===== config.mk =====
export PLATFORM = sky130hd
export DESIGN_NAME = pulse_pacer
export DESIGN_NICKNAME = d
export VERILOG_FILES = /design/src/rtl/pulse_pacer_pkg.sv /design/src/rtl/pulse_pacer_gap_cnt.sv /design/src/rtl/pulse_pacer.sv
export SDC_FILE = /design/constraint.sdc
export NUM_CORES = 1
export LEC_CHECK = 0
export CORE_MARGIN = 2
export CORE_UTILIZATION = 35
export CTS_CLUSTER_DIAMETER = 80
export CTS_CLUSTER_SIZE = 12
export DETAILED_ROUTE_END_ITERATION = 8
export DONT_BUFFER_PORTS = 1
export RECOVER_POWER = 25
export SLEW_MARGIN = 10
export SYNTH_ARGS = -nofsm -noshare
export SYNTH_HDL_FRONTEND = slang
export SYNTH_SLANG_ARGS = --single-unit

===== constraint.sdc =====
create_clock -name clk1 -period 3.05 [get_ports clk1]
set_input_delay 0.7625 -clock clk1 [delete_from_list [all_inputs] [get_ports clk1]]
set_output_delay 0.7625 -clock clk1 [all_outputs]
set_load 0.01 [all_outputs]

===== src/rtl/pulse_pacer_pkg.sv =====
// Shared types and elaboration helpers for the pulse_pacer rate-shaping stage.
package pulse_pacer_pkg;

  typedef enum logic [1:0] {
    ST_IDLE  = 2'd0,
    ST_PULSE = 2'd1,
    ST_GAP   = 2'd2,
    ST_ACK   = 2'd3
  } state_e;

  // Gap counter holds GAP-2 at most, so $clog2(GAP) bits always suffice.
  function automatic int unsigned gap_cnt_w(input int unsigned gap);
    return (gap < 2) ? 1 : $clog2(gap);
  endfunction

  function automatic bit params_legal(input int unsigned cnt_w, input int unsigned gap);
    return (cnt_w >= 1) && (gap >= 2);
  endfunction

endpackage


===== src/rtl/pulse_pacer_gap_cnt.sv =====
// Loadable down-counter timing the quiet interval between paced pulses.
module pulse_pacer_gap_cnt #(
  parameter int unsigned W = 3
) (
  input  logic         clk1,
  input  logic         reset,
  input  logic         load,
  input  logic         en,
  input  logic [W-1:0] load_val,
  output logic         zero_c
);

  logic [W-1:0] count;

  // Saturates at zero; load has priority over decrement.
  always_ff @(posedge clk1) begin
    if (reset) begin
      count <= '0;
    end else if (load) begin
      count <= load_val;
    end else if (en && (count != '0)) begin
      count <= count - W'(1);
    end
  end

  assign zero_c = (count == '0);

endmodule


===== src/rtl/pulse_pacer.sv =====
// Paces event pulses at least GAP clk1 cycles apart ahead of the pulse synchronizer.
// Optional return-path handshake enabled by defining PULSE_PACER_ACK_EN.
module pulse_pacer
  import pulse_pacer_pkg::*;
#(
  parameter int unsigned CNT_W = 4,
  parameter int unsigned GAP   = 6
) (
  input  logic             clk1,
  input  logic             reset,
  input  logic             event_in,
  input  logic             clr_ovf,
`ifdef PULSE_PACER_ACK_EN
  input  logic             ack_in,
`endif
  output logic             pulse_out,
  output logic [CNT_W-1:0] pending,
  output logic             overflow,
  output logic             busy
);

  localparam int unsigned        GCW      = gap_cnt_w(GAP);
  localparam logic [GCW-1:0]     GAP_LOAD = GCW'(GAP - 2);
  localparam logic [CNT_W-1:0]   PEND_MAX = '1;

  if (!params_legal(CNT_W, GAP)) begin : g_param_check
    $error("pulse_pacer: illegal parameters CNT_W=%0d GAP=%0d", CNT_W, GAP);
  end

  state_e           state;
  state_e           state_nxt;
  logic             gap_load;
  logic             gap_en;
  logic             gap_zero_c;
  logic             inc;
  logic             dec;
  logic             drop;
  logic             ack_ready;
  logic [CNT_W-1:0] pending_nxt;
  logic             overflow_nxt;
  logic             busy_nxt;

`ifdef PULSE_PACER_ACK_EN
  logic ack_seen;
  logic ack_seen_nxt;

  // A fresh pulse re-arms the handshake; acks outside a transfer are ignored.
  always_comb begin
    ack_seen_nxt = ack_seen;
    if (state_nxt == ST_PULSE) begin
      ack_seen_nxt = 1'b0;
    end else if (ack_in && (state != ST_IDLE)) begin
      ack_seen_nxt = 1'b1;
    end
  end

  always_ff @(posedge clk1) begin
    if (reset) begin
      ack_seen <= 1'b0;
    end else begin
      ack_seen <= ack_seen_nxt;
    end
  end

  assign ack_ready = ack_seen;
`else
  assign ack_ready = 1'b1;
`endif

  pulse_pacer_gap_cnt #(
    .W (GCW)
  ) u_gap_cnt (
    .clk1     (clk1),
    .reset    (reset),
    .load     (gap_load),
    .en       (gap_en),
    .load_val (GAP_LOAD),
    .zero_c   (gap_zero_c)
  );

  // Next state; dec marks a pulse drawn from the backlog rather than a direct event.
  always_comb begin
    state_nxt = state;
    gap_load  = 1'b0;
    gap_en    = 1'b0;
    dec       = 1'b0;
    case (state)
      ST_IDLE: begin
        if (event_in) begin
          state_nxt = ST_PULSE;
        end else if (pending != '0) begin
          state_nxt = ST_PULSE;
          dec       = 1'b1;
        end
      end
      ST_PULSE: begin
        state_nxt = ST_GAP;
        gap_load  = 1'b1;
      end
      ST_GAP: begin
        gap_en = 1'b1;
        if (gap_zero_c) begin
          if (!ack_ready) begin
            state_nxt = ST_ACK;
          end else if (pending != '0) begin
            state_nxt = ST_PULSE;
            dec       = 1'b1;
          end else begin
            state_nxt = ST_IDLE;
          end
        end
      end
      ST_ACK: begin
        if (ack_ready) begin
          if (pending != '0) begin
            state_nxt = ST_PULSE;
            dec       = 1'b1;
          end else begin
            state_nxt = ST_IDLE;
          end
        end
      end
      default: begin
        state_nxt = ST_IDLE;
      end
    endcase
  end

  // Backlog bookkeeping: a direct event in IDLE never touches the counter.
  always_comb begin
    inc          = event_in && (state != ST_IDLE);
    drop         = inc && !dec && (pending == PEND_MAX);
    pending_nxt  = pending;
    if (inc && !dec && !drop) begin
      pending_nxt = pending + CNT_W'(1);
    end else if (dec && !inc) begin
      pending_nxt = pending - CNT_W'(1);
    end
    overflow_nxt = drop ? 1'b1 : (clr_ovf ? 1'b0 : overflow);
    busy_nxt     = (state_nxt != ST_IDLE) || (pending_nxt != '0);
  end

  always_ff @(posedge clk1) begin
    if (reset) begin
      state     <= ST_IDLE;
      pulse_out <= 1'b0;
      pending   <= '0;
      overflow  <= 1'b0;
      busy      <= 1'b0;
    end else begin
      state     <= state_nxt;
      pulse_out <= (state_nxt == ST_PULSE);
      pending   <= pending_nxt;
      overflow  <= overflow_nxt;
      busy      <= busy_nxt;
    end
  end

endmodule

==> flow_metrics.tcl, run 1 <==
set metrics [dict create \
    rr_worst_depth 7 \
    ys_types 32 \
    clock_latency_ns 0.27 \
    whs_path_depth 2 \
    grt_max_degree 13 \
    grt_pass1_vias 577 \
    critPathRequiredTime_ns 3.25 \
    relSlewSlack_pct 67.1 \
    ir_worst_vdd_mv 0.453 \
    fillCellCount 205 \
    synth_area_leaders "dfxtp_1 (34%), nor2_1 (8.4%), ha_1 (7.0%), a21oi_1 (6.3%), nor3b_1 (4.2%)" \
    drc 0 \
    detailed_place_hpwl_um 1030 \
    syn_nets 91 \
    yosysTopAreaCell "dfxtp_1" \
    areaGrowthSynthToFinish_pct 5.24 \
    yosysTopAreaCellShare_pct 33.5 \
    cts_htree_levels 1 \
    syn_inst 83 \
    clkTransAtPathRegs_ns 0.07 \
    met3_length_um 74 \
    routedWlPerCell_um 12.3 \
    status "finished clean" \
    clock-sinks 12 \
    ys.warnings.count 0 \
    path_cells "inv_1, ha_1, nor3b_1, a2111oi_4, a221o_2, nand3_1, a41oi_2" \
    worst-path-buf-inv 1 \
    grt_util_all_layers_pct 12.7 \
    die_width_um 49.3 \
    wl_um 1360 \
    crit_cells 7 \
    cts_hold_buffers 0 \
    maxCapViolations 0 \
    fin_crit_ns 2.09 \
    grt_setup_unrepaired "false" \
    vias_per_cell 5.35 \
    gp_congestion 0.751 \
    antenna_found_initial 0 \
    fin_skew_ns 0.00111 \
    synth-simple-area-share_pct 27.9 \
    setup_tns_ns 0 \
    nNetsFinal 93 \
    ioPinCount 11 \
    power_density_nw_per_um2 1060 \
    clock_path_buffers 2 \
    std_cell_rows 16 \
    cts_tree "built" \
    place_area_um2 732 \
    synth_mux_area_share_pct 1.40 \
    grt_pass1_wl_um 2380 \
    final_hold_viol_count 0 \
    slowest_stage "a2111oi_4" \
    worst_setup_path_end_kind "register" \
    hold_class "reg -> reg" \
    power.leakage_nw 0.269 \
    synth_top_family_by_area "simple AND/OR/NAND/NOR gates" \
    num_vias 588 \
    gr-total-overflow 0 \
    yosys.area_share.adder_pct 6.98 \
    final_area_um2 754 \
    synth_xor_area_share_pct 1.22 \
    met2WireLength_um 658 \
    drive_above_1_share_pct 12.0 \
    cts.repair.resized 0 \
    ys_ff_latch 12 \
    synth_compound_area_share_pct 23.2 \
    drtIter0Drc 1 \
    top_layer "met4" \
    async_reset_ff_share_pct 0 \
    critical-path-top-delay-family "compound AO/OA/AOI/OAI gates" \
    critPathMaxFanout 8 \
    die_h_um 49.3 \
    slew_viol_final 0 \
    drt-pass1-iter-count 2 \
    worstSetupPathType "reg -> reg" \
    syn-cell-area_um2 717 \
    tightest_slew_ns 0.494 \
    clock.fmax_mhz 478 \
    wl_met1_um 613 \
    post-route-period-util_pct 68.6 \
    diodes 0 \
    postCtsSetupBuffers 0 \
    clock_tree.root_cell "clkbuf_4" \
    synth_seq_area_share_pct 33.5 \
    synth_edf_count 0 \
    cts_inserted_buffers 3 \
    core_area_um2 1940 \
    start_kind "register" \
    syn_area_per_cell_um2 8.64 \
    synthFlopType "dfxtp_1" \
    slowest_delay_ns 0.49 \
    critPathArrivalTime_ns 2.29 \
    initial_utilization_pct 36.9 \
    setup_viol 0 \
    portBuffers 0 \
    die_area_um2 2430 \
    drtAntennaViolNets 0 \
]
## worst min-delay path, stage by stage (launching register included)
cell	delay (ns)
dfxtp_1	0.30
inv_1	0.09
a211oi_1	0.07
## path summary, 6_finish.rpt
check	endpoint	startpoint	slack, ns
max	busy$_SDFF_PP0_	pending[0]$_SDFF_PP0_	0.96
min	u_gap_cnt.count[2]$_SDFFE_PP0P_	u_gap_cnt.count[2]$_SDFFE_PP0P_	0.50
max reg2reg	busy$_SDFF_PP0_	pending[0]$_SDFF_PP0_	0.96
min reg2reg	u_gap_cnt.count[2]$_SDFFE_PP0P_	u_gap_cnt.count[2]$_SDFFE_PP0P_	0.50
## layout by cell type (no fill, tap or decap), drive strengths merged, types with 2 or more instances in the layout
cell type,synthesis,layout
nand2,2,2
nor3,2,2
clkbuf,1,3
nor2,16,16
dfxtp,12,12
nor3b,4,4
ha,4,4
a211oi,2,2
o21ai,3,3
a21oi,9,9
nor4,2,2
nand3,2,2
inv,6,6
## cell usage after synthesis (2+ instances only)
cell type  count
nand2_1        2
nor2_1        16
dfxtp_1       12
nor3_1         2
a21oi_1        9
inv_1          6
nor4_1         2
nand3_1        2
ha_1           4
o21ai_1        2
buf_4          2
nor3b_1        4
## stage by stage
stage / std cells / power [mW] / setup WS (ns) / hold slack (ns) / utilization [%]
finish: 110 / 0.802 / 0.958 / 0.497 / 38.9
detailed placement: 107 / 0.711 / 0.968 / 0.488 / 37.7
global route: 110 / 0.874 / 0.844 / 0.528 / 38.9
global placement: 107 / 0.701 / 0.996 / 0.476 / 37.7
floorplan: 83 / 0.653 / 1.18 / 0.463 / -
CTS: 110 / 0.812 / 0.958 / 0.501 / 38.9
## final cells by class
type,instances,area [µm²],share of cell area (%)
Clock buffer,3,22.5,2.99
Tap cell,27,33.8,4.48
Sequential cell,12,240,31.8
Multi-Input combinational cell,62,435,57.7
Inverter,6,22.5,2.99
## cells by family after synthesis
| family | count (synthesis) |
|---|---|
| AOI/OAI and AO/OA | 20 |
| and+or+nand+nor | 36 |
| muxes | 1 |
| DFF | 12 |
| xor gates and xnor gates | 1 |
| adders and majority gates | 4 |
| buffers and inverters | 9 |
## power breakdown
part | total (mW) | leakage [nW] | switching [mW] | internal (mW)
registers | 0.301 | 0.0987 | 0.0898 | 0.211
logic | 0.405 | 0.156 | 0.220 | 0.185
clock network | 0.0960 | 0.0138 | 0.0503 | 0.0457
## metal layers
metal	vias to the layer above	track usage, %
li1	294	-
met4	0	4.29
met5	-	0
met2	11	21.6
met3	2	6.44
met1	281	13.5
## state kept, by name, indices dropped and copies added, names as in the netlist
register / flops
busy: 1
state: 2
pulse_out: 1
pending: 4
overflow: 1
u_gap_cnt.count: 3
Power figures use the tool's default switching activity.
==> inputs of run 2 (changes only) <==
- clock period: 3.05 -> 1.8 ns (I/O delays scaled with it)
==> flow_metrics.tcl, run 2 (same netlist as run 1, synthesis figures left out) <==
set metrics [dict create \
    status "finished, violations left" \
    violations "setup timing" \
    grt_pass1_wl_um 2790 \
    cts_inserted_buffers 3 \
    critPathArrivalTime_ns 1.99 \
    clock-sinks 12 \
    areaGrowthSynthToFinish_pct 41.9 \
    grt_max_degree 13 \
    drc 0 \
    worst_setup_path_end_kind "register" \
    portBuffers 0 \
    slew_viol_final 0 \
    fillCellCount 197 \
    initial_utilization_pct 36.9 \
    die_h_um 49.3 \
    final_cell_mix "buf_4 (23), nor2_1 (15), a21oi_1 (9)" \
    clock_tree.root_cell "clkbuf_4" \
    maxCapViolations 0 \
    cts_htree_levels 1 \
    path_cells "inv_2, ha_4, or3b_4, a211oi_4, a21oi_1, o21ai_2, a41oi_2" \
    power.leakage_nw 0.402 \
    critPathRequiredTime_ns 1.96 \
    ir_worst_vdd_mv 1.15 \
    core_area_um2 1940 \
    fin_util_pct 52.4 \
    drt-pass1-iter-count 4 \
    worstSetupPathType "reg -> reg" \
    cts_hold_buffers 0 \
    num_vias 689 \
    critPathMaxFanout 6 \
    clock.fmax_mhz 545 \
    wl_um 1700 \
    slowest_stage "or3b_4" \
    post-route-period-util_pct 102 \
    hold_class "in -> reg" \
    antenna_found_initial 0 \
    std_cell_rows 16 \
    fin_crit_ns 1.83 \
    detailed_place_hpwl_um 1290 \
    power_density_nw_per_um2 1920 \
    top_regs "pending (4), u_gap_cnt.count (3), state (2)" \
    clock_latency_ns 0.27 \
    grt_util_all_layers_pct 15.5 \
    setup_viol 2 \
    final_hold_viol_count 0 \
    drtAntennaViolNets 0 \
    die_area_um2 2430 \
    grt_setup_unrepaired "true" \
    gp_congestion 0.749 \
    cts_tree "built" \
    grt_pass1_vias 665 \
    largest_reg_flops 4 \
    final_common_cell "buf_4" \
    routedWlPerCell_um 12.7 \
    layout_setup_ws_ns -0.0340 \
    slowest_delay_ns 0.40 \
    drtIter0Drc 6 \
    nNetsFinal 116 \
    tightest_slew_ns 0.330 \
    ioPinCount 11 \
    final_area_um2 1020 \
    clock_path_buffers 2 \
    place_area_um2 913 \
    clkTransAtPathRegs_ns 0.08 \
    vias_per_cell 5.14 \
    fin_skew_ns 0.00563 \
    relSlewSlack_pct 78.0 \
    die_width_um 49.3 \
    critical-path-top-delay-family "compound AO/OA/AOI/OAI gates" \
    diodes 0 \
    worst-path-buf-inv 1 \
    start_kind "register" \
    regMostFlops "pending" \
    drive_above_1_share_pct 46.7 \
    gr-total-overflow 0 \
]
-- run 2: changes by cell type in the layout (fill, tap and decap cells not counted), moves of 3 or more --
cell,delta
buf_4,+23
dfxtp_1,-4
dfxtp_2,+4
ha_1,-3
ha_4,+3
inv_1,-3
inv_2,+3
-- run 2: repair_timing --
action,4_1_cts,5_1_grt
buffers inserted,4,0
resized for setup,9,0
setup endpoints to repair,3,5
pin swaps,7,5
-- run 2: layer usage --
metal	wire, µm	GRT usage, %
met1	729	15.8
met2	864	26.4
met3	51	3.68
met4	59	12.9
met5	0	0
-- run 2: worst paths after layout --
kind                    startpoint                               to  slack (ns)  cells after the start
max          pending[1]$_SDFF_PP0_                  busy$_SDFF_PP0_       -0.03                      7
min                          reset  u_gap_cnt.count[0]$_SDFFE_PP0P_        0.23                      1
max reg2reg  pending[1]$_SDFF_PP0_                  busy$_SDFF_PP0_       -0.03                      7
min reg2reg  overflow$_SDFFE_PP0P_            overflow$_SDFFE_PP0P_        0.52                      2
-- run 2: final cells by class --
| class | instances | area [µm²] | area share (%) |
|---|---|---|---|
| multi-input combinational | 62 | 507 | 49.8 |
| clock buffer | 4 | 36.3 | 3.57 |
| timing repair buffer | 23 | 173 | 17.0 |
| inverter | 6 | 22.5 | 2.21 |
| sequential | 12 | 245 | 24.1 |
| tap | 27 | 33.8 | 3.32 |
-- run 2: power by group --
part | switching (mW) | internal [mW]
registers | 0.0954 | 0.362
logic | 0.577 | 0.698
clock network | 0.0924 | 0.123
-- run 2: worst reg2reg max path, delay by kind of cell, from the launching register on --
kind / cells / cell delay [ns]
AO/OA/AOI/OAI: 4 / 0.77
AND/OR/NAND/NOR: 1 / 0.40
buffers and inverters: 1 / 0.07
adder cells (fa/ha/maj): 1 / 0.14
flip-flops: 1 / 0.33
-- run 2: through the flow --
step	setup slack (ns)	total power, mW	hold slack, ns	TNS (ns)	cells
2_1_floorplan	0.00688	1.18	0.473	0	83
3_3_place_gp	-0.0729	1.56	0.515	-0.0821	126
3_5_place_dp	-0.114	1.59	0.517	-0.184	126
4_1_cts	-0.0000377	1.96	0.217	-0.0000377	134
5_1_grt	-0.116	2.10	0.208	-0.304	134
6_report	-0.0340	1.95	0.226	-0.0531	134
